## src/rtl/aes_round_ctrl_if.sv

```systemverilog
`default_nettype none
// ============================================================================
// Module      : aes_round_ctrl_if
// Description : Handshake and control bundle between the AES round sequencer
//               (master) and the FIFO / datapath / key-store side (slave).
// Revision    : 1.0 - initial release
// ============================================================================
interface aes_round_ctrl_if #(
    parameter int ADDR_W = 4,
    parameter int CNT_W  = 16
);
    logic              fifo_empty;
    logic              is_full;
    logic              read_fifo;
    logic              load_state;
    logic              state_en;
    logic              mix_en;
    logic [ADDR_W-1:0] round_key_addr;
    logic [3:0]        round_num;
    logic              data_valid;
    logic              data_done;
    logic              busy;
    logic [CNT_W-1:0]  block_count;

    modport master (
        input  fifo_empty, is_full,
        output read_fifo, load_state, state_en, mix_en, round_key_addr,
               round_num, data_valid, data_done, busy, block_count
    );

    modport slave (
        output fifo_empty, is_full,
        input  read_fifo, load_state, state_en, mix_en, round_key_addr,
               round_num, data_valid, data_done, busy, block_count
    );
endinterface
`default_nettype wire

```

## src/rtl/aes_round_ctrl.sv

```systemverilog
`default_nettype none
// ============================================================================
// Module      : aes_round_ctrl
// Description : Sequencing controller for the AES encryption datapath. Pops a
//               block, applies the initial AddRoundKey, steps the rounds with
//               one-cycle-ahead key prefetch and holds the ciphertext until
//               the output side accepts it. Every output is decoded from
//               registered state only.
// Revision    : 1.0 - initial release
// ============================================================================
module aes_round_ctrl #(
    parameter int NUM_ROUNDS = 10,
    parameter int ADDR_W     = 4,
    parameter int CNT_W      = 16
) (
    input  wire logic          tb_clk,
    input  wire logic          tb_n_rst,
    aes_round_ctrl_if.master   bus
);

    // WAIT is the stalled part of DONE; ACK is the accepting DONE cycle.
    // Splitting DONE this way lets data_done come from a register instead of
    // a combinational path from is_full.
    typedef enum logic [2:0] {
        S_IDLE  = 3'd0,
        S_READ  = 3'd1,
        S_LOAD  = 3'd2,
        S_ROUND = 3'd3,
        S_FINAL = 3'd4,
        S_WAIT  = 3'd5,
        S_ACK   = 3'd6
    } state_t;

    localparam logic [3:0]        c_LAST_MIX  = 4'(NUM_ROUNDS - 1);
    localparam logic [3:0]        c_FINAL_RND = 4'(NUM_ROUNDS);
    localparam logic [ADDR_W-1:0] c_LAST_ADDR = ADDR_W'(NUM_ROUNDS - 1);

    state_t            r_state;
    state_t            w_state_nxt;
    logic [3:0]        r_round;
    logic [3:0]        w_round_nxt;
    logic [CNT_W-1:0]  r_count;
    logic [CNT_W-1:0]  w_count_nxt;

    logic              w_read_fifo;
    logic              w_load_state;
    logic              w_state_en;
    logic              w_mix_en;
    logic [ADDR_W-1:0] w_key_addr;
    logic [3:0]        w_round_num;
    logic              w_data_valid;
    logic              w_data_done;
    logic              w_busy;

    // State, round index and completed-block counter registers
    always_ff @(posedge tb_clk or negedge tb_n_rst) begin
        if (!tb_n_rst) begin
            r_state <= S_IDLE;
            r_round <= 4'd0;
            r_count <= '0;
        end else begin
            r_state <= w_state_nxt;
            r_round <= w_round_nxt;
            r_count <= w_count_nxt;
        end
    end

    // Next-state, round-step and block-completion logic
    always_comb begin
        w_state_nxt = r_state;
        w_round_nxt = r_round;
        w_count_nxt = r_count;
        case (r_state)
            S_IDLE: begin
                if (!bus.fifo_empty) begin
                    w_state_nxt = S_READ;
                end
            end
            S_READ: begin
                w_state_nxt = S_LOAD;
            end
            S_LOAD: begin
                w_round_nxt = 4'd1;
                w_state_nxt = (c_LAST_MIX == 4'd0) ? S_FINAL : S_ROUND;
            end
            S_ROUND: begin
                if (r_round >= c_LAST_MIX) begin
                    w_state_nxt = S_FINAL;
                end else begin
                    w_round_nxt = r_round + 4'd1;
                end
            end
            S_FINAL: begin
                w_round_nxt = 4'd0;
                if (bus.is_full) begin
                    w_state_nxt = S_WAIT;
                end else begin
                    w_state_nxt = S_ACK;
                    w_count_nxt = r_count + 1'b1;
                end
            end
            S_WAIT: begin
                if (!bus.is_full) begin
                    w_state_nxt = S_ACK;
                    w_count_nxt = r_count + 1'b1;
                end
            end
            S_ACK: begin
                w_state_nxt = bus.fifo_empty ? S_IDLE : S_READ;
            end
            default: begin
                w_state_nxt = S_IDLE;
                w_round_nxt = 4'd0;
            end
        endcase
    end

    // Output decode from registered state; key address runs one round ahead
    always_comb begin
        w_read_fifo  = 1'b0;
        w_load_state = 1'b0;
        w_state_en   = 1'b0;
        w_mix_en     = 1'b0;
        w_key_addr   = '0;
        w_round_num  = 4'd0;
        w_data_valid = 1'b0;
        w_data_done  = 1'b0;
        w_busy       = (r_state != S_IDLE);
        case (r_state)
            S_READ:  w_read_fifo  = 1'b1;
            S_LOAD:  w_load_state = 1'b1;
            S_ROUND: begin
                w_state_en  = 1'b1;
                w_mix_en    = 1'b1;
                w_round_num = r_round;
                w_key_addr  = ADDR_W'(r_round);
            end
            S_FINAL: begin
                w_state_en  = 1'b1;
                w_round_num = c_FINAL_RND;
                w_key_addr  = c_LAST_ADDR;
            end
            S_WAIT:  w_data_valid = 1'b1;
            S_ACK: begin
                w_data_valid = 1'b1;
                w_data_done  = 1'b1;
            end
            default: ;
        endcase
    end

    assign bus.read_fifo      = w_read_fifo;
    assign bus.load_state     = w_load_state;
    assign bus.state_en       = w_state_en;
    assign bus.mix_en         = w_mix_en;
    assign bus.round_key_addr = w_key_addr;
    assign bus.round_num      = w_round_num;
    assign bus.data_valid     = w_data_valid;
    assign bus.data_done      = w_data_done;
    assign bus.busy           = w_busy;
    assign bus.block_count    = r_count;

endmodule
`default_nettype wire

```

## src/flat_wrapper.sv

```systemverilog
// flat-port wrapper written by rule: the top's interface ports become plain ports
module aes_round_ctrl_flat 
#(
    parameter int NUM_ROUNDS = 10,
    parameter int ADDR_W     = 4,
    parameter int CNT_W      = 16
)
  (tb_clk, tb_n_rst, bus_fifo_empty, bus_is_full, bus_read_fifo, bus_load_state, bus_state_en, bus_mix_en, bus_round_key_addr, bus_round_num, bus_data_valid, bus_data_done, bus_busy, bus_block_count);
  aes_round_ctrl_if #(.ADDR_W(ADDR_W), .CNT_W(CNT_W)) bus_i ();
  input  wire logic tb_clk;
  input  wire logic tb_n_rst;
  input wire logic [$bits(bus_i.fifo_empty)-1:0] bus_fifo_empty;
  input wire logic [$bits(bus_i.is_full)-1:0] bus_is_full;
  output wire logic [$bits(bus_i.read_fifo)-1:0] bus_read_fifo;
  output wire logic [$bits(bus_i.load_state)-1:0] bus_load_state;
  output wire logic [$bits(bus_i.state_en)-1:0] bus_state_en;
  output wire logic [$bits(bus_i.mix_en)-1:0] bus_mix_en;
  output wire logic [$bits(bus_i.round_key_addr)-1:0] bus_round_key_addr;
  output wire logic [$bits(bus_i.round_num)-1:0] bus_round_num;
  output wire logic [$bits(bus_i.data_valid)-1:0] bus_data_valid;
  output wire logic [$bits(bus_i.data_done)-1:0] bus_data_done;
  output wire logic [$bits(bus_i.busy)-1:0] bus_busy;
  output wire logic [$bits(bus_i.block_count)-1:0] bus_block_count;
  assign bus_i.fifo_empty = bus_fifo_empty;
  assign bus_i.is_full = bus_is_full;
  assign bus_read_fifo = bus_i.read_fifo;
  assign bus_load_state = bus_i.load_state;
  assign bus_state_en = bus_i.state_en;
  assign bus_mix_en = bus_i.mix_en;
  assign bus_round_key_addr = bus_i.round_key_addr;
  assign bus_round_num = bus_i.round_num;
  assign bus_data_valid = bus_i.data_valid;
  assign bus_data_done = bus_i.data_done;
  assign bus_busy = bus_i.busy;
  assign bus_block_count = bus_i.block_count;
  aes_round_ctrl #(.NUM_ROUNDS(NUM_ROUNDS), .ADDR_W(ADDR_W), .CNT_W(CNT_W)) u_core (.tb_clk(tb_clk), .tb_n_rst(tb_n_rst), .bus(bus_i));
endmodule
```

## config.mk

```make
export PLATFORM = sky130hd
export DESIGN_NAME = aes_round_ctrl_flat
export DESIGN_NICKNAME = d
export VERILOG_FILES = /design/src/rtl/aes_round_ctrl_if.sv /design/src/rtl/aes_round_ctrl.sv /design/src/flat_wrapper.sv
export SDC_FILE = /design/constraint.sdc
export NUM_CORES = 1
export LEC_CHECK = 0
export CORE_MARGIN = 4
export CORE_UTILIZATION = 33
export CTS_CLUSTER_SIZE = 24
export DETAILED_ROUTE_END_ITERATION = 6
export PLACE_DENSITY = 0.64
export SYNTH_ARGS = -nofsm -noshare
export SYNTH_HDL_FRONTEND = slang
export SYNTH_SLANG_ARGS = --single-unit
```

## constraint.sdc

```tcl
create_clock -name tb_clk -period 3.2 [get_ports tb_clk]
set_clock_uncertainty 0.15 [all_clocks]
set_input_delay 0.64 -clock tb_clk [delete_from_list [all_inputs] [get_ports tb_clk]]
set_output_delay 0.64 -clock tb_clk [all_outputs]
set_load 0.005 [all_outputs]
```

; ---- After elaboration in Yosys (flattened, before gate mapping)
; Index checks and enable logic that the tools add are counted.
[word_totals]
ff_bits = 23
inputBits = 4
out_inout_bits = 31
wordCells = 43
[op_classes]
addsub = 2
n_lt_le_gt_ge = 1
eq_ne = 10
n_mux = 16
n_bitwise = 2
reduce_logical = 9
[ops]
columns = op, n
row1 = $pmux 3 s7, 1
row2 = $add 16x1->16 const B, 1
row3 = $pmux 4 s2, 2
row4 = $pmux 4 s3, 1
row5 = $eq 3x3->1 const B, 3
row6 = $mux 3, 3
row7 = $mux 1, 7
row8 = $eq 3x2->1 const B, 2
row9 = $ne 2x2->1 const B, 3
row10 = $reduce_or 2->1, 3
row11 = $add 4x1->4 const B, 1
row12 = $ge 4x4->1 const B, 1
row13 = $mux 4, 1
row14 = $reduce_and 2->1, 2
row15 = $reduce_or 4->1, 1
row16 = $eq 3x1->1 const B, 1
row17 = $logic_not 3->1, 1
row18 = $reduce_and 3->1, 1
row19 = $reduce_bool 3->1, 1
row20 = $mux 2, 1
row21 = $ne 2x1->1 const B, 1
row22 = $not 1->1, 2

; ---- Longest topological paths before layout
[logic_depth]
depth_word = 4
ltp_mapped = 7
depth_no_buf = 6

; ---- Worst setup path before layout
; OpenSTA, ideal clock, no wires.
[synth_timing]
path_type = register to output
from = register u_core.r_state[0]
to = output bus_round_num[3]
arrival_time_ps = 1333
required_time_ps = 2410
setup_slack_ps = 1077
path_stages_with_launch = 8
path_buffers = 2
path_cell_list = dfrtp_1 > clkbuf_1 > nor2b_1 > nand2_1 > inv_1 > nand2_1 > nand2_1 > buf_4
[synth_between]
elab_chain_cells = 2
elab_cells_between_ends = 3
cone_classes = 2 x eq/ne / 1 x mux
[synth_lines]
columns = element, line_no
row1 = "start, declared", aes_round_ctrl.sv:38  ; state_t r_state;
row2 = "start signal, assigned", aes_round_ctrl.sv:62  ; r_state <= w_state_nxt;
row3 = $eq 3x3->1 / $eq 3x2->1 (equally long branches), aes_round_ctrl.sv:129  ; case (r_state)
row4 = $pmux 4 s2 *, aes_round_ctrl.sv:129
row5 = "end, declared", flat_wrapper.sv:19  ; output wire logic [$bits(bus_i.round_num)-1:0] bus_round_num;
; Mark *: on every way between the ends. The rest lies on a longest branch, timed or not.

; ---- Final worst setup path
; Same ends and word-level chain as after synthesis.

==> out/summary.txt <==
H-tree Lvls = 1
Hold Crit Class = register to register
Max VDD drop = 0.400 mV
Synth Area per Inst = 9.89 um2
CTS tree = done
Worst stage delay on the critical path = 540 ps
Root Driver = clkbuf_8
Int Pwr = 715 uW
Die ar. = 0.00486 mm2
Routability congestion estimate = 0.826
Clk pin slew, worst setup/hold paths = 80 ps
Post-DP Area = 0.00164 mm2
Top cell type's share of synthesized area = 45.8%
FF-to-FF path depth = 6
CP Data Required Time = 2410 ps
All-Layer GR Usage = 11.9%
Initial Util = 34.3%
Worst-Margin Slew = 462 ps
Max Used Layer = met4
Slew headroom = 69.1%
Core outline area = 0.00366 mm2
DR iter-0 viols = 42
Arr. time, crit path = 2080 ps
Initial antenna violation count = 0
Clock group share of total power = 15.9%
Syn nets = 135
Fin cells = 209
CTS sink cnt = 23
Remaining DRCs = 0
Startpoint Class = register
Share of cells above drive strength 1 = 6.83%
Dpl cells = 205
HPWL Detailed = 2060 um
Comb power frac = 45.4%
Buffers on Ports = 34
Leakage = 0.728 nW
CP max-delay cell = dfrtp_1
Post CTS Setup Buffer Count = 0
Largest net degree at the start of global routing = 24
M1 WL = 1290 um
Worst path depth = 6
Critical Path End = bus_round_num[3]
Worst R2R Start = u_core.r_round[1]
Pwr dens = 654 mW/mm2
CP Cell Sequence = nor2b_1 -> nand2_1 -> inv_1 -> nand2_1 -> nand2_1 -> clkdlybuf4s50_1
Status = complete, no violations
Max clock buf depth = 2
Switching pwr = 386 uW
Cell with the most instances on the worst path = nand2_1
Mapped Area = 0.00126 mm2
Crit path time final = 2870 ps
Routed wl met2 = 1260 um
Final hold vios = 0
Num CTS Buffers = 3
Max Fclk = 0.349 GHz
Count of different cell masters after synthesis = 35
Die height = 69.7 um
Switching share of power = 35.1%
CTS Hold Buffers Added = 0
Total gr overflow = 0
Final net count = 170
Worst setup path start = u_core.r_state[0]
Setup tns final = 0 ps
DR vias = 1044
Latest clock arrival within the worst-skew pair = 260 ps
Final wirelength = 2750 um
Ranking of synthesized cells by area = dfrtp_1 46%, xnor2_1 7.7%, nand2_1 4.8%
Vias in the first global route = 1076
Mapped Cells = 127
PostCTS Resize Cnt = 0
Sequential share of the synthesized area = 45.8%
Max cap viols = 0
R2r setup slk = 1150 ps
Buf+Inv Stages, Crit Path = 2
Routed length on met3 = 189 um
Final Setup Violations = 0
Fin. max-slew vios = 0
Vias per Instance = 5.00
Delay-heaviest family, CP = simple AND/OR/NAND/NOR gates
Site row count = 22
YS warnings = 0
RSZ-0062 raised after global routing = no
Crit-path max FO = 10
Tcrit/Tclk final = 89.7%
WL/cell = 13.2 um
Drt first pass iters = 4
Tot Pwr = 1.10 mW
Critical path endpoint category = output port
Yosys reg bits = 23
Syn-to-layout area delta = 34.0%
First-pass GRT wire length = 4950 um
CP Class = register to output port
Cell taking the most area after synthesis = dfrtp_1
Ant diodes = 0
Final non-filler cell area = 0.00168 mm2
Ports = 35
Die X = 69.7 um
Part of the power in registers = 38.7%
Post-DRT Antenna Nets = 0
FF-to-FF End = u_core.r_round[2]
[logic make-up (layout without fill, tap and decap cells)]
family | Yosys count | after routing | share of synthesized area (%)
xor+xnor | 16 | 16 | 11.2
fa+ha+maj | 5 | 5 | 4.78
compound gates | 18 | 18 | 10.3
mux | 1 | 1 | 0.896
simple gates | 52 | 52 | 22.9
buf+inv | 12 | 46 | 4.18
flops | 23 | 23 | 45.8
[area by class of cell]
type                       count  area (um2)
inverter                       7        26.3
fill                         357        1980
tap                           48        60.1
multi-input combinational     92         628
timing repair buffer          35         348
sequential                    23         576
clock buffer                   4        45.0
[cell usage after synthesis]
cell type / number
o221ai_1: 1
clkbuf_1: 3
a22o_1: 2
nor2_1: 8
o211a_1: 1
or3b_4: 1
nand2_1: 16
o311ai_0: 1
nor3b_1: 1
nor3_1: 4
a31oi_1: 2
clkinv_1: 1
maj3_1: 1
nand4_1: 5
o22ai_1: 3
nand2b_1: 1
or2_4: 1
xnor2_1: 11
ha_1: 4
and3_1: 4
nor2b_1: 2
inv_1: 6
o21ai_0: 4
a21o_1: 1
buf_4: 2
nor4_4: 1
dfrtp_1: 23
or3b_2: 1
mux2_2: 1
o22a_1: 1
xor2_1: 5
nand3_1: 5
a21boi_0: 1
a32oi_1: 1
nor3_2: 2
[registers in the layout, summed over array words and instances (netlist names)]
register and count:
u_core.r_round 4, u_core.bus.block_count 16, u_core.r_state 3
[power groups by stage]
| stage | Sequential [mW] | Combinational [mW] | Clock, mW |
|---|---|---|---|
| 2_1_floorplan | 0.388 | 0.299 | 0 |
| 3_3_place_gp | 0.426 | 0.496 | 0 |
| 3_5_place_dp | 0.429 | 0.497 | 0 |
| 4_1_cts | 0.423 | 0.504 | 0.184 |
| 5_1_grt | 0.436 | 0.570 | 0.194 |
| 6_report | 0.426 | 0.500 | 0.175 |
[layout by cell type, fill, tap and decap left out, types with 2 or more instances in the layout]
cell | netlist | final
a22o_1 | 2 | 2
a31oi_1 | 2 | 2
and3_1 | 4 | 4
clkbuf_8 | 0 | 3
clkdlybuf4s50_1 | 0 | 34
dfrtp_1 | 23 | 23
ha_1 | 4 | 4
inv_1 | 6 | 6
nand2_1 | 16 | 16
nand3_1 | 5 | 5
nand4_1 | 5 | 5
nor2_1 | 8 | 8
nor2b_1 | 2 | 2
nor3_1 | 4 | 4
nor3_2 | 2 | 2
o21ai_0 | 4 | 4
o22ai_1 | 3 | 3
xnor2_1 | 11 | 11
xor2_1 | 5 | 5
[how the worst min path moves through the flow]
stage | start | end | slack, ps | cells after the start
3_3_place_gp | u_core.bus.block_count[15] | u_core.bus.block_count[15] | 320 | 1
4_1_cts | u_core.bus.block_count[15] | u_core.bus.block_count[15] | 330 | 1
5_1_grt | u_core.bus.block_count[15] | u_core.bus.block_count[15] | 340 | 1
6_report | u_core.bus.block_count[15] | u_core.bus.block_count[15] | 330 | 1
3_5_place_dp | u_core.bus.block_count[15] | u_core.bus.block_count[15] | 320 | 1
2_1_floorplan | tb_n_rst | u_core.bus.block_count[0] | 190 | 0
[routing by layer]
| layer | up-vias | track usage (%) |
|---|---|---|
| met2 | 38 | 19.8 |
| met4 | 0 | 2.55 |
| li1 | 507 | - |
| met3 | 2 | 3.48 |
| met1 | 497 | 15.3 |
| met5 | - | 0 |
[metrics by stage]
step	util, %	hold WS [ps]	setup slack (ps)
2_1_floorplan	-	194	1080
3_3_place_gp	44.7	316	662
3_5_place_dp	44.7	320	648
4_1_cts	46.0	333	342
5_1_grt	46.0	340	166
6_report	46.0	334	331
(Power assumes the default switching activity.)
